**src/rtl/pipe_adc_scan_if.sv**
```systemverilog
// ADC handshake bundle between the scan controller (master) and the
// external converter (slave).
interface pipe_adc_scan_if #(
    parameter int CH_W = 2
);
    logic            adc_start;
    logic [CH_W-1:0] adc_ch;
    logic            adc_done;
    logic [7:0]      adc_data;

    modport master (
        output adc_start,
        output adc_ch,
        input  adc_done,
        input  adc_data
    );

    modport slave (
        input  adc_start,
        input  adc_ch,
        output adc_done,
        output adc_data
    );
endinterface

```
**src/rtl/pipe_adc_scan_ctrl.sv**
```systemverilog
// Round-robin ADC scan scheduler for NUM_CH pipe temperature sensors.
// Each captured sample classifies its channel as NORMAL / ALARM / SHUTDOWN and
// drives per-channel alarm flags plus a global shutdown.
// Optional macro PIPE_SCAN_DEBOUNCE_EN: a channel only changes class after two
// consecutive samples agree on the new class (timeout samples act at once).
//
// state   | meaning
// IDLE    | scanning stopped, channel index retained
// START   | one-cycle adc_start, timeout counter cleared
// WAIT    | waiting for adc_done or timeout
// CAPTURE | sample_valid pulse, channel class updated
// NEXT    | advance channel, resume or stop on scan_en
module pipe_adc_scan_ctrl #(
    parameter int NUM_CH   = 4,
    parameter int CH_W     = 2,
    parameter int ALARM_TH = 192,
    parameter int TIMEOUT  = 15
) (
    input  logic                 i_clk,
    input  logic                 i_reset,
    input  logic                 i_scan_en,
    pipe_adc_scan_if.master      adc_if,
    output logic                 o_sample_valid,
    output logic [CH_W-1:0]      o_sample_ch,
    output logic [7:0]           o_sample_data,
    output logic [NUM_CH-1:0]    o_alarm,
    output logic                 o_shutdown,
    output logic                 o_adc_fault
);

    typedef enum logic [2:0] {
        ST_IDLE,
        ST_START,
        ST_WAIT,
        ST_CAPTURE,
        ST_NEXT
    } state_t;

    typedef enum logic [1:0] {
        CLS_NORMAL = 2'd0,
        CLS_ALARM  = 2'd1,
        CLS_SHUT   = 2'd2
    } cls_t;

    localparam logic [7:0]      LP_ALARM_TH = 8'(ALARM_TH);
    // The last WAIT cycle is the one in which the counter still reads TIMEOUT-1.
    localparam logic [3:0]      LP_TO_LAST  = 4'(TIMEOUT - 1);
    localparam logic [CH_W-1:0] LP_CH_LAST  = CH_W'(NUM_CH - 1);

    state_t          r_state;
    logic [CH_W-1:0] r_ch;
    logic [3:0]      r_cnt;
    logic            r_adc_start;
    cls_t            r_cls [NUM_CH];
    cls_t            w_cls_next [NUM_CH];
    cls_t            w_new_cls;
    logic [NUM_CH-1:0] w_alarm_next;
    logic            w_shut_next;

`ifdef PIPE_SCAN_DEBOUNCE_EN
    logic            r_is_to;
    cls_t            r_pend [NUM_CH];
    cls_t            w_pend_next [NUM_CH];
`endif

    assign adc_if.adc_start = r_adc_start;
    assign adc_if.adc_ch    = r_ch;

    // Scan sequencer: conversion handshake, timeout and sample capture.
    always_ff @(posedge i_clk) begin
        if (i_reset) begin
            r_state        <= ST_IDLE;
            r_ch           <= '0;
            r_cnt          <= '0;
            r_adc_start    <= 1'b0;
            o_sample_valid <= 1'b0;
            o_sample_ch    <= '0;
            o_sample_data  <= '0;
            o_adc_fault    <= 1'b0;
`ifdef PIPE_SCAN_DEBOUNCE_EN
            r_is_to        <= 1'b0;
`endif
        end else begin
            r_adc_start    <= 1'b0;
            o_sample_valid <= 1'b0;
            case (r_state)
                ST_IDLE: begin
                    if (i_scan_en) begin
                        r_state     <= ST_START;
                        r_adc_start <= 1'b1;
                    end
                end
                ST_START: begin
                    r_cnt   <= '0;
                    r_state <= ST_WAIT;
                end
                ST_WAIT: begin
                    if (adc_if.adc_done) begin
                        o_sample_valid <= 1'b1;
                        o_sample_ch    <= r_ch;
                        o_sample_data  <= adc_if.adc_data;
                        r_state        <= ST_CAPTURE;
`ifdef PIPE_SCAN_DEBOUNCE_EN
                        r_is_to        <= 1'b0;
`endif
                    end else if (r_cnt == LP_TO_LAST) begin
                        r_cnt          <= r_cnt + 4'd1;
                        o_sample_valid <= 1'b1;
                        o_sample_ch    <= r_ch;
                        o_sample_data  <= 8'hFF;
                        o_adc_fault    <= 1'b1;
                        r_state        <= ST_CAPTURE;
`ifdef PIPE_SCAN_DEBOUNCE_EN
                        r_is_to        <= 1'b1;
`endif
                    end else begin
                        r_cnt <= r_cnt + 4'd1;
                    end
                end
                ST_CAPTURE: begin
                    r_state <= ST_NEXT;
                end
                ST_NEXT: begin
                    r_ch <= (r_ch == LP_CH_LAST) ? '0 : r_ch + CH_W'(1);
                    if (i_scan_en) begin
                        r_state     <= ST_START;
                        r_adc_start <= 1'b1;
                    end else begin
                        r_state <= ST_IDLE;
                    end
                end
                default: begin
                    r_state <= ST_IDLE;
                end
            endcase
        end
    end

    // Next channel classes; only the captured channel can change, and only in CAPTURE.
    always_comb begin
        if (o_sample_data == 8'hFF) begin
            w_new_cls = CLS_SHUT;
        end else if (o_sample_data >= LP_ALARM_TH) begin
            w_new_cls = CLS_ALARM;
        end else begin
            w_new_cls = CLS_NORMAL;
        end
        for (int i = 0; i < NUM_CH; i++) begin
            w_cls_next[i] = r_cls[i];
`ifdef PIPE_SCAN_DEBOUNCE_EN
            w_pend_next[i] = r_pend[i];
`endif
        end
        if (r_state == ST_CAPTURE) begin
`ifdef PIPE_SCAN_DEBOUNCE_EN
            w_pend_next[r_ch] = w_new_cls;
            if (r_is_to) begin
                w_cls_next[r_ch] = CLS_SHUT;
            end else if (r_pend[r_ch] == w_new_cls) begin
                w_cls_next[r_ch] = w_new_cls;
            end
`else
            w_cls_next[r_ch] = w_new_cls;
`endif
        end
        w_shut_next = 1'b0;
        for (int i = 0; i < NUM_CH; i++) begin
            w_alarm_next[i] = (w_cls_next[i] == CLS_ALARM);
            w_shut_next     = w_shut_next | (w_cls_next[i] == CLS_SHUT);
        end
    end

    // Channel class storage and registered protection outputs.
    always_ff @(posedge i_clk) begin
        if (i_reset) begin
            for (int i = 0; i < NUM_CH; i++) begin
                r_cls[i] <= CLS_NORMAL;
`ifdef PIPE_SCAN_DEBOUNCE_EN
                r_pend[i] <= CLS_NORMAL;
`endif
            end
            o_alarm    <= '0;
            o_shutdown <= 1'b0;
        end else begin
            for (int i = 0; i < NUM_CH; i++) begin
                r_cls[i] <= w_cls_next[i];
`ifdef PIPE_SCAN_DEBOUNCE_EN
                r_pend[i] <= w_pend_next[i];
`endif
            end
            o_alarm    <= w_alarm_next;
            o_shutdown <= w_shut_next;
        end
    end

endmodule

```
**src/flat_wrapper.sv**
```systemverilog
// flat-port wrapper written by rule: the top's interface ports become plain ports
module pipe_adc_scan_ctrl_flat 
#(
    parameter int NUM_CH   = 4,
    parameter int CH_W     = 2,
    parameter int ALARM_TH = 192,
    parameter int TIMEOUT  = 15
)
  (i_clk, i_reset, i_scan_en, o_sample_valid, o_sample_ch, o_sample_data, o_alarm, o_shutdown, o_adc_fault, adc_if_adc_start, adc_if_adc_ch, adc_if_adc_done, adc_if_adc_data);
  pipe_adc_scan_if #(.CH_W(CH_W)) adc_if_i ();
  input  logic i_clk;
  input  logic i_reset;
  input  logic i_scan_en;
  output logic o_sample_valid;
  output logic [CH_W-1:0] o_sample_ch;
  output logic [7:0] o_sample_data;
  output logic [NUM_CH-1:0] o_alarm;
  output logic o_shutdown;
  output logic o_adc_fault;
  output wire logic [$bits(adc_if_i.adc_start)-1:0] adc_if_adc_start;
  output wire logic [$bits(adc_if_i.adc_ch)-1:0] adc_if_adc_ch;
  input wire logic [$bits(adc_if_i.adc_done)-1:0] adc_if_adc_done;
  input wire logic [$bits(adc_if_i.adc_data)-1:0] adc_if_adc_data;
  assign adc_if_adc_start = adc_if_i.adc_start;
  assign adc_if_adc_ch = adc_if_i.adc_ch;
  assign adc_if_i.adc_done = adc_if_adc_done;
  assign adc_if_i.adc_data = adc_if_adc_data;
  pipe_adc_scan_ctrl #(.NUM_CH(NUM_CH), .CH_W(CH_W), .ALARM_TH(ALARM_TH), .TIMEOUT(TIMEOUT)) u_core (.i_clk(i_clk), .i_reset(i_reset), .i_scan_en(i_scan_en), .adc_if(adc_if_i), .o_sample_valid(o_sample_valid), .o_sample_ch(o_sample_ch), .o_sample_data(o_sample_data), .o_alarm(o_alarm), .o_shutdown(o_shutdown), .o_adc_fault(o_adc_fault));
endmodule
```
**config.mk**
```make
export PLATFORM = sky130hd
export DESIGN_NAME = pipe_adc_scan_ctrl_flat
export DESIGN_NICKNAME = d
export VERILOG_FILES = /design/src/rtl/pipe_adc_scan_if.sv /design/src/rtl/pipe_adc_scan_ctrl.sv /design/src/flat_wrapper.sv
export SDC_FILE = /design/constraint.sdc
export NUM_CORES = 1
export LEC_CHECK = 0
export ABC_AREA = 1
export CAP_MARGIN = 20
export CORE_MARGIN = 2
export CORE_UTILIZATION = 49
export CTS_CLUSTER_DIAMETER = 120
export DETAILED_ROUTE_END_ITERATION = 10
export PLACE_DENSITY = 0.82
export SLEW_MARGIN = 20
export SYNTH_ARGS = -nofsm -noshare
export SYNTH_HDL_FRONTEND = slang
export SYNTH_SLANG_ARGS = --single-unit
```
**constraint.sdc**
```tcl
create_clock -name i_clk -period 2.1 [get_ports i_clk]
set_input_delay 0.42 -clock i_clk [delete_from_list [all_inputs] [get_ports i_clk]]
set_output_delay 0.42 -clock i_clk [all_outputs]
set_load 0.02 [all_outputs]
```
==> reports/metrics.csv, run 1 <==
stage;metric;value;unit
die;Rows;20;
logic_synthesis;Seq cells post-synth;35;
power;Switching Power;0.000391;W
logic_synthesis;syn avg cell area;8.08;um^2
worst_setup_path;Worst R2R Path Depth;7;
timing;RSZ-0062 raised after global routing;false;
timing;Hold Violations, Final;0;
timing;achievable frequency;535;MHz
layout;Post-Route Utilization;64.8;%
global_routing;first-pass GRT wire length;5.28;mm
drt;drt via density;4.96;
timing;Min Hold Slack;0.478;ns
worst_setup_path;FF-to-FF setup slack;0.34;ns
place;pre-CTS setup slack;0.300;ns
timing;Final period util;88.9;%
clock_tree;post_cts resized;0;
place;PortBufs;31;
logic_synthesis;Cell Area, Synth;1570;um^2
min_path;Hold Path Depth;2;
global_routing;Remaining Overflow, GRT;0;
clock_tree;number of clock sinks;35;
layout;Layout Nets;244;
worst_setup_path;slowest stage cell, crit path;clkdlybuf4s50_1;
place;Detail Placement HPWL;2.15;mm
drt;DR DRC count;0;
power;Leak;0.796;nW
clock_tree;cts bufs inserted;5;
die;I/O pin count;32;
min_path;Worst Hold Class;reg -> reg;
global_routing;GRT Overall Usage;19.4;%
worst_setup_path;Worst EP required;1.68;ns
worst_setup_path;critical path class;reg -> out;
timing;clock period minus worst slack;1.87;ns
drt;DRT Wirelength;3.08;mm
die;die area;3670;um^2
clock_tree;H-tree depth;2;
clock_tree;Clock transition at path regs;0.11;ns
clock_tree;post-CTS setup buffer count;0;
power;Cell Int Power;0.00107;W
drt;routed wire length per instance;11.4;um
layout;area grow syn2layout;26.3;%
job;max-cap viol count;0;
layout;share of post-route cells with drive strength above 1;12.8;%
global_routing;largest net degree at the start of global routing;26;
logic_synthesis;main area contributors after synthesis;dfxtp_1 (45%), nand2_1 (6.9%), inv_1 (6.5%), a211oi_2 (5.6%), nor2_1 (5.5%);
power;Seq pwr share;50.1;%
worst_setup_path;arrival time of the worst setup path;1.45;ns
drt;starting DRC count in detailed routing;40;
worst_setup_path;Worst setup EP type;output port;
power;power per cell area;738;nW/um^2
worst_setup_path;CP Cell Sequence;clkdlybuf4s50_1;
timing;setup TNS;0;ns
power;combinational group share of total power;14.6;%
global_routing;number of global-route vias before repair;1254;
timing;max-slew violation count;0;
place;final RePlAce weighted congestion;0.799;
worst_setup_path;CP max stage delay;0.64;ns
logic_synthesis;share of the yosys chip area belonging to registers;44.7;%
clock_tree;clock latency on the worst-skew pair;0.35;ns
worst_setup_path;crit path from;u_core.adc_if.adc_ch[0]$_SDFFE_PP0N_;
logic_synthesis;Yosys cell types;27;
worst_setup_path;critical path peak fanout;6;
layout;Inserted Diodes;0;
drt;vias;1344;
logic_synthesis;Synth Net Count;212;
timing;endpoints failing setup;0;
die;Core Area;3050;um^2
timing;Final WS setup;0.232;ns
logic_synthesis;post-synth top area cell;dfxtp_1;
clock_tree;Max clock buf depth;2;
drt;DRT antenna net count;0;
logic_synthesis;Synth top area share;44.7;%
power;clock share of power;35.3;%
status;status;finished clean;
worst_setup_path;R2R Path End;u_core.o_sample_ch[1]$_SDFFE_PP0P_;
clock_tree;post-cts hold buffer count;0;
logic_synthesis;synth warn;0;
power;Power Total;0.00146;W
power;switching power share of the total;26.8;%
worst_setup_path;CP Launch Type;flip-flop;
global_routing;initial antenna violation count;0;
timing;worst slew pin tran;0.680;ns
die;Initial Util;51.4;%
worst_setup_path;CP bufs+invs;1;
timing;Worst Clk Skew;0.0109;ns
logic_synthesis;cells after synthesis;194;
min_path;hold endpoint;u_core.o_sample_ch[1]$_SDFFE_PP0P_;
clock_tree;Root Buffer;clkbuf_4;
power;Worst VDD drop;0.560;mV
clock_tree;CTS tree;done;
die;die extent in x;60.6;um
timing;Slew HR;54.7;%
die;die height;60.6;um
drt;number of detailed-route iterations in the first pass;4;
min_path;hold_sp;u_core.o_sample_ch[1]$_SDFFE_PP0P_;
worst_setup_path;Reg-to-Reg Start;u_core.r_cnt[0]$_SDFFE_PP0P_;
worst_setup_path;Top delay family on crit path;buffers and inverters;
layout make-up:
| class | instances | area [um^2] |
|---|---|---|
| tap | 44 | 55.1 |
| clock inverter | 2 | 35.0 |
| timing repair buffer | 32 | 318 |
| multi-input combinational | 121 | 703 |
| fill | 287 | 1070 |
| clock buffer | 6 | 51.3 |
| inverter | 31 | 116 |
| sequential | 35 | 701 |
sequential cells by signal (all words and copies together), names as in the netlist:
name,cells
u_core.o_sample_data,8
u_core.r_state,3
u_core.o_sample_ch,2
u_core.adc_if.adc_start,1
u_core.o_shutdown,1
u_core.o_sample_valid,1
u_core.r_cnt,4
u_core.o_alarm,4
u_core.o_adc_fault,1
u_core.r_cls,8
u_core.adc_if.adc_ch,2
through the flow:
stage               cell area, um^2  instances
finish                         1980        271
floorplan                      1570        194
CTS                            1980        271
global placement               1890        263
detailed placement             1890        263
global route                   1980        271
metal layers:
| layer | vias to the layer above | global-route usage (%) | routed length (um) |
|---|---|---|---|
| li1 | 686 | - | - |
| met1 | 622 | 22.6 | 1370 |
| met2 | 29 | 33.9 | 1530 |
| met3 | 7 | 4.48 | 124 |
| met4 | 0 | 8.39 | 53 |
| met5 | - | 0 | 0 |
synthesized netlist by cell type:
cell	instances
clkbuf_1	1
nor2_1	23
a211oi_1	1
nand4_4	1
dfxtp_1	35
o21ai_2	1
buf_6	2
and3_1	2
nand4_2	3
buf_4	1
a211oi_2	7
o21ai_1	5
a21oi_1	10
nand2_1	29
nand3_1	4
o21ai_0	5
ha_1	6
nor3_1	15
nor2_2	1
or2_1	1
nand2_2	3
o32ai_1	1
inv_1	27
nand3b_1	3
inv_2	4
buf_1	1
buf_2	2
cells by family (layout without fill, tap and decap cells):
| kind of cell | count (synthesis) | after routing | synth area share, % |
|---|---|---|---|
| AO/OA/AOI/OAI | 30 | 30 | 13.6 |
| adder cells (fa/ha/maj) | 6 | 6 | 4.79 |
| buffers and inverters | 38 | 71 | 10.5 |
| flip-flops | 35 | 35 | 44.7 |
| AND/OR/NAND/NOR | 85 | 85 | 26.5 |
cell usage in the layout, fill, tap and decap left out, types with 2 or more instances in the layout:
cell	synthesis	final
o21ai_1	5	5
clkbuf_4	0	5
nand2_2	3	3
nand3_1	4	4
ha_1	6	6
and3_1	2	2
nand3b_1	3	3
inv_2	4	4
a211oi_2	7	7
nand2_1	29	29
a21oi_1	10	10
inv_1	27	27
nand4_2	3	3
clkdlybuf4s50_1	0	31
nor2_1	23	23
o21ai_0	5	5
dfxtp_1	35	35
nor3_1	15	15
power by group through the flow:
stage | logic (W) | clock network, W | registers [W]
floorplan | 0.000138 | 0 | 0.000750
global placement | 0.000207 | 0 | 0.000746
detailed placement | 0.000211 | 0 | 0.000747
CTS | 0.000214 | 0.000520 | 0.000732
global route | 0.000233 | 0.000553 | 0.000737
finish | 0.000213 | 0.000516 | 0.000731
worst max-delay path by stage:
stage / endpoint / slack [ns] / depth (start not counted)
finish: adc_if_adc_ch[0] / 0.23 / 1
detailed placement: u_core.o_sample_ch[1]$_SDFFE_PP0P_ / 0.30 / 4
global route: adc_if_adc_ch[0] / 0.19 / 1
CTS: adc_if_adc_ch[0] / 0.22 / 1
global placement: u_core.o_sample_ch[0]$_SDFFE_PP0P_ / 0.33 / 4
floorplan: u_core.o_shutdown$_SDFF_PP0_ / 0.59 / 10
Note: power is estimated with default switching activity, not from simulation.
==> run 2: changes to the inputs <==
- CORE_UTILIZATION: 49 -> 45
- PLACE_DENSITY: 0.82 -> 0.79
- clock period: 2.1 -> 1.6 ns (I/O delays scaled with it)
==> reports/metrics.csv, run 2 (same netlist as run 1, synthesis figures left out) <==
stage;metric;value;unit;change
timing;achievable frequency;645;MHz;
worst_setup_path;CP bufs+invs;1;;unchanged
worst_setup_path;Worst R2R Path Depth;10;;+3
die;die extent in x;63.0;um;+4.1%
power;Worst VDD drop;0.468;mV;-16%
drt;number of detailed-route iterations in the first pass;4;;unchanged
layout;Post-Route Utilization;60.1;%;-4.7 points
global_routing;largest net degree at the start of global routing;16;;-38%
worst_setup_path;CP max stage delay;0.59;ns;-0.05 ns
timing;Min Hold Slack;0.450;ns;-0.0275 ns
clock_tree;post-cts hold buffer count;0;;unchanged
layout;area grow syn2layout;27.9;%;
layout;Layout Nets;248;;+1.6%
timing;Worst Clk Skew;0.00982;ns;-0.00108 ns
layout;Top Registers;u_core.o_sample_data: 8 flops, u_core.r_cls: 8 flops;;
job;max-cap viol count;0;;unchanged
clock_tree;number of clock sinks;35;;unchanged
worst_setup_path;Reg-to-Reg Start;u_core.adc_if.adc_ch[0]$_SDFFE_PP0N_;;
timing;RSZ-0062 raised after global routing;false;;
worst_setup_path;arrival time of the worst setup path;1.23;ns;-0.22 ns
die;Core Area;3340;um^2;+9.3%
global_routing;GRT Overall Usage;17.7;%;-1.7 points
worst_setup_path;Worst setup EP type;output port;;
drt;DRT antenna net count;0;;unchanged
place;Detail Placement HPWL;2.32;mm;+7.6%
timing;setup TNS;0;ns;unchanged
layout;Inserted Diodes;0;;unchanged
die;I/O pin count;32;;unchanged
layout;most frequent cells in the layout;dfxtp_1 (35), nand2_1 (29), inv_1 (27);;
status;status;finished clean;;
min_path;hold endpoint;u_core.o_sample_ch[1]$_SDFFE_PP0P_;;
timing;clock period minus worst slack;1.55;ns;
place;PortBufs;31;;unchanged
place;dpl cell area;1940;um^2;+2.4%
clock_tree;Clock transition at path regs;0.11;ns;about the same
layout;area occupied by multi-input gates;703;um^2;unchanged
timing;Hold Violations, Final;0;;unchanged
timing;worst slew pin tran;0.418;ns;-0.262 ns
layout;FILL cells;316;;+10%
worst_setup_path;critical path peak fanout;1;;-5
drt;starting DRC count in detailed routing;31;;-23%
clock_tree;CTS tree;done;;
drt;routed wire length per instance;11.1;um;-2.6%
worst_setup_path;R2R Path End;u_core.o_shutdown$_SDFF_PP0_;;
min_path;Hold Path Depth;2;;unchanged
timing;max-slew violation count;0;;unchanged
die;Rows;21;;+5.0%
clock_tree;clock latency on the worst-skew pair;0.34;ns;about the same
power;combinational group share of total power;15.7;%;+1.1 points
global_routing;Remaining Overflow, GRT;0;;unchanged
layout;most common cell after layout, fill and taps aside;dfxtp_1;;
power;clock share of power;30.5;%;-4.8 points
power;Switching Power;0.000494;W;+26%
worst_setup_path;FF-to-FF setup slack;0.15;ns;-0.19 ns
clock_tree;H-tree depth;2;;unchanged
worst_setup_path;CP Launch Type;flip-flop;;
drt;DR DRC count;0;;unchanged
layout;share of post-route cells with drive strength above 1;13.9;%;+1.1 points
drt;drt via density;4.73;;-4.6%
power;Leak;0.980;nW;+23%
clock_tree;cts bufs inserted;5;;unchanged
power;power per cell area;890;nW/um^2;+21%
die;die height;63.0;um;+4.1%
worst_setup_path;slowest stage cell, crit path;clkdlybuf4s50_1;;
timing;Final WS setup;0.0491;ns;-0.183 ns
timing;Slew HR;72.1;%;+17 points
drt;vias;1311;;-2.5%
power;switching power share of the total;27.7;%;+0.88 points
place;final RePlAce weighted congestion;0.816;;+2.1%
worst_setup_path;Worst EP required;1.28;ns;-0.40 ns
worst_setup_path;Top delay family on crit path;buffers and inverters;;
clock_tree;Max clock buf depth;2;;unchanged
layout;register area;701;um^2;unchanged
worst_setup_path;CP Cell Sequence;clkdlybuf4s50_1;;
power;Seq pwr share;53.8;%;+3.7 points
timing;Final period util;96.9;%;
min_path;hold_sp;u_core.o_sample_ch[1]$_SDFFE_PP0P_;;
die;die area;3970;um^2;+8.3%
layout;post-route cell area;2010;um^2;+1.3%
place;pre-CTS setup slack;0.0992;ns;-0.200 ns
clock_tree;Root Buffer;clkbuf_4;;
timing;endpoints failing setup;0;;unchanged
die;Initial Util;47.0;%;-4.4 points
power;Cell Int Power;0.00129;W;+21%
global_routing;number of global-route vias before repair;1257;;+0.24%
drt;DRT Wirelength;3.07;mm;-0.42%
worst_setup_path;critical path class;reg -> out;;
global_routing;initial antenna violation count;0;;unchanged
min_path;Worst Hold Class;reg -> reg;;
global_routing;first-pass GRT wire length;5.50;mm;+4.2%
-- run 2: cell types whose count changed in the layout (fill, tap and decap cells not counted) --
cell / before / now
clkbuf_8: 1 / 2
clkdlybuf4s50_1: 31 / 12
bufinv_16: 1 / 0
clkbuf_1: 0 / 1
clkinv_2: 1 / 0
dlymetal6s2s_1: 0 / 6
buf_4: 1 / 4
buf_12: 0 / 1
dlygate4sd2_1: 0 / 13
-- run 2: worst max path at each step --
| stage | from | end | slack [ns] | cells past startpoint |
|---|---|---|---|---|
| 3_3_place_gp | adc_if_adc_done | u_core.r_cnt[3]$_SDFFE_PP0P_ | 0.15 | 6 |
| 4_1_cts | u_core.o_sample_valid$_SDFF_PP0_ | o_sample_valid | 0.004 | 1 |
| 5_1_grt | u_core.o_alarm[1]$_SDFF_PP0_ | o_alarm[1] | 0.004 | 1 |
| 2_1_floorplan | u_core.adc_if.adc_ch[0]$_SDFFE_PP0N_ | u_core.o_shutdown$_SDFF_PP0_ | 0.09 | 10 |
| 3_5_place_dp | adc_if_adc_done | u_core.r_cnt[2]$_SDFFE_PP0P_ | 0.1 | 6 |
| 6_report | u_core.o_alarm[1]$_SDFF_PP0_ | o_alarm[1] | 0.05 | 1 |
-- run 2: power by group through the flow --
stage,Clock [W],Combinational (W),Sequential (W)
detailed placement,0,0.000295,0.000982
global route,0.000606,0.000308,0.000970
CTS,0.000560,0.000281,0.000961
finish,0.000544,0.000281,0.000961
global placement,0,0.000291,0.000980
floorplan,0,0.000181,0.000985
-- run 2: repair_timing --
action	CTS	global route
buffers inserted	0	0
endpoints found under the setup margin	13	6
resized for setup	13	6
pin swaps	0	0
gates cloned	0	0
-- run 2: metrics by stage --
| step | instances | total power [W] |
|---|---|---|
| after floorplan | 194 | 0.00117 |
| after global placement | 269 | 0.00127 |
| after detailed placement | 269 | 0.00128 |
| after CTS | 277 | 0.00180 |
| after global routing | 277 | 0.00188 |
| final | 277 | 0.00179 |
-- run 2: area by class of cell --
cell class | count | share of cell area, %
multi-input cells | 121 | 35.1
flip-flops and latches | 35 | 34.9
clock buffers | 8 | 3.43
inverters | 31 | 5.80
well taps | 46 | 2.87
repair buffers | 36 | 17.9
-- run 2: worst min-delay path, delay by kind of cell, from the launching register on --
family                 cells  cell delay [ns]
AOI/OAI and AO/OA          1             0.05
buffers and inverters      1             0.04
DFF                        1             0.32
-- run 2: routing by layer --
layer | vias up | wire length (um) | track usage [%]
met3 | 6 | 162 | 6.31
met1 | 583 | 1440 | 21.1
met5 | - | 0 | 0
met4 | 0 | 53 | 7.22
met2 | 28 | 1410 | 28.7
li1 | 694 | - | -
==> variant: new RTL, config.mk and constraints of run 1 <==
The option `PIPE_SCAN_DEBOUNCE_EN` is turned on by a define.
--- a/src/rtl/pipe_adc_scan_ctrl.sv
+++ b/src/rtl/pipe_adc_scan_ctrl.sv
@@ -10,6 +10,8 @@
 // WAIT    | waiting for adc_done or timeout
 // CAPTURE | sample_valid pulse, channel class updated
 // NEXT    | advance channel, resume or stop on scan_en
+`define PIPE_SCAN_DEBOUNCE_EN
+
 module pipe_adc_scan_ctrl #(
     parameter int NUM_CH   = 4,
     parameter int CH_W     = 2,
Formal check against the unedited RTL: not equivalent (a bounded check fails within 10 cycles, from zero or initial values and one cycle with i_reset high).
==> variant against run 1 <==
  * Count of clock-buffer cells in the layout stayed put
  * First-iteration DRC count rose by 150%
  * Area after synthesis up 32%
  * Largest power group unchanged
  * Sequential power rose by 31%
  * Non-clock buffer count rose by 3
  * Sequential cell count up 11
  * Final area is 29% higher
  * Total power grew 32%
  * Routed wire length is 48% higher
  * Register-to-register slack got worse by 0.05 ns
  * Worst setup slack better by 0.055 ns
==> variant: results (changes against run 1) <==
* R2R Path Start: u_core.o_sample_data[6]$_SDFFE_PP0P_ (was u_core.r_cnt[0]$_SDFFE_PP0P_)
* Root buf cell: clkbuf_8 (was clkbuf_4)
* Worst skew pair latency at 0.30 ns (was 0.35 ns)
* Critical path's slowest cell: dfxtp_1 (was clkdlybuf4s50_1)
* Setup Skew at 0.00715 ns (was 0.0109 ns)
* Logic inverters at 33 (was 31)
* Wirelength per Cell at 12.5 um (was 11.4 um)
* M1 GR Usage at 27.8% (was 22.6%)
* Met1 WL at 2140 um (was 1370 um)
* Data buffer area share at 13.3% (was 16.1%)
* Crit-path leading delay family: simple AND/OR/NAND/NOR gates (was buffers and inverters)
* Setup crit end: u_core.o_shutdown$_SDFF_PP0_ (was adc_if_adc_ch[0])
* Vias in the first global route at 1760 (was 1254)
* Mapped Cells at 278 (was 194)
* Layout cell share with drive strength beyond 1 at 10.5% (was 12.8%)
* Layout net count at 332 (was 244)
* Met3 Track Usage GR at 6.82% (was 4.48%)
* Buffers, non-clock at 35 (was 32)
* Yosys reg bits at 46 (was 35)
* Post-DP Area at 2450 sq um (was 1890 sq um)
* Maximum VDD drop at 0.515 mV (was 0.560 mV)
* Worst path max stage delay at 0.38 ns (was 0.64 ns)
* Synth top area cells: dfxtp_1, nand2_1, a21oi_1 (was dfxtp_1, nand2_1, inv_1)
* DR iter-0 viols at 99 (was 40)
* Met2 global-route usage at 36.7% (was 33.9%)
* First-pass GRT wire length at 7760 um (was 5280 um)
* Placed Instances at 357 (was 263)
* Routability cong. at 0.895 (was 0.799)
* Largest net degree at the start of global routing at 24 (was 26)
* Layout clock area frac at 4.31% (was 4.36%)
* Metal2 WL at 2110 um (was 1530 um)
* Result of the run: finished clean (unchanged)
* Die W at 68.9 um (was 60.6 um)
* Top flop regs: u_core.o_sample_data (8), u_core.r_cls (8), u_core.r_pend (8) (was u_core.o_sample_data (8), u_core.r_cls (8))
* Syn_nets at 296 (was 212)
* Post-Route WL at 4570 um (was 3080 um)
* Multi-In Gates at 193 (was 121)
* Yosys cell types at 24 (was 27)
* Multi-input gate area at 998 sq um (was 703 sq um)
* Total GRT Usage at 22.3% (was 19.4%)
* Worst hold start: u_core.o_adc_fault$_SDFFE_PP0P_ (was u_core.o_sample_ch[1]$_SDFFE_PP0P_)
* WP data arrival at 2.01 ns (was 1.45 ns)
* Hold Path Sink: u_core.o_adc_fault$_SDFFE_PP0P_ (was u_core.o_sample_ch[1]$_SDFFE_PP0P_)
* Post-DP HPWL at 3400 um (was 2150 um)
* Layout filler cell count at 385 (was 287)
* Seq/total area at 36.0% (was 35.4%)
* Register area share after synthesis at 44.6% (was 44.7%)
* Internal power at 0.00140 W (was 0.00107 W)
* Leak at 1.04 nW (was 0.796 nW)
* Max-slew headroom at 65.2% (was 54.7%)
-- variant: power groups by stage --
stage / combinational, W / clock (W) / sequential, W
2_1_floorplan: 0.000165 / 0 / 0.000999
4_1_cts: 0.000311 / 0.000664 / 0.000954
3_5_place_dp: 0.000309 / 0 / 0.000974
6_report: 0.000310 / 0.000660 / 0.000955
5_1_grt: 0.000348 / 0.000706 / 0.000962
3_3_place_gp: 0.000303 / 0 / 0.000973
-- variant: cell families after synthesis --
family	after synthesis	share of synthesized area [%]
flip-flops	46	44.6
adder cells (fa/ha/maj)	6	3.63
AO/OA/AOI/OAI	60	15.6
AND/OR/NAND/NOR	127	29.1
buffers and inverters	39	7.09
-- variant: through the flow --
step,hold slack (ns),setup slack (ns)
after detailed placement,0.450,0.303
after floorplan,0.454,0.374
final,0.460,0.287
after global routing,0.494,0.0879
after CTS,0.462,0.288
after global placement,0.447,0.281
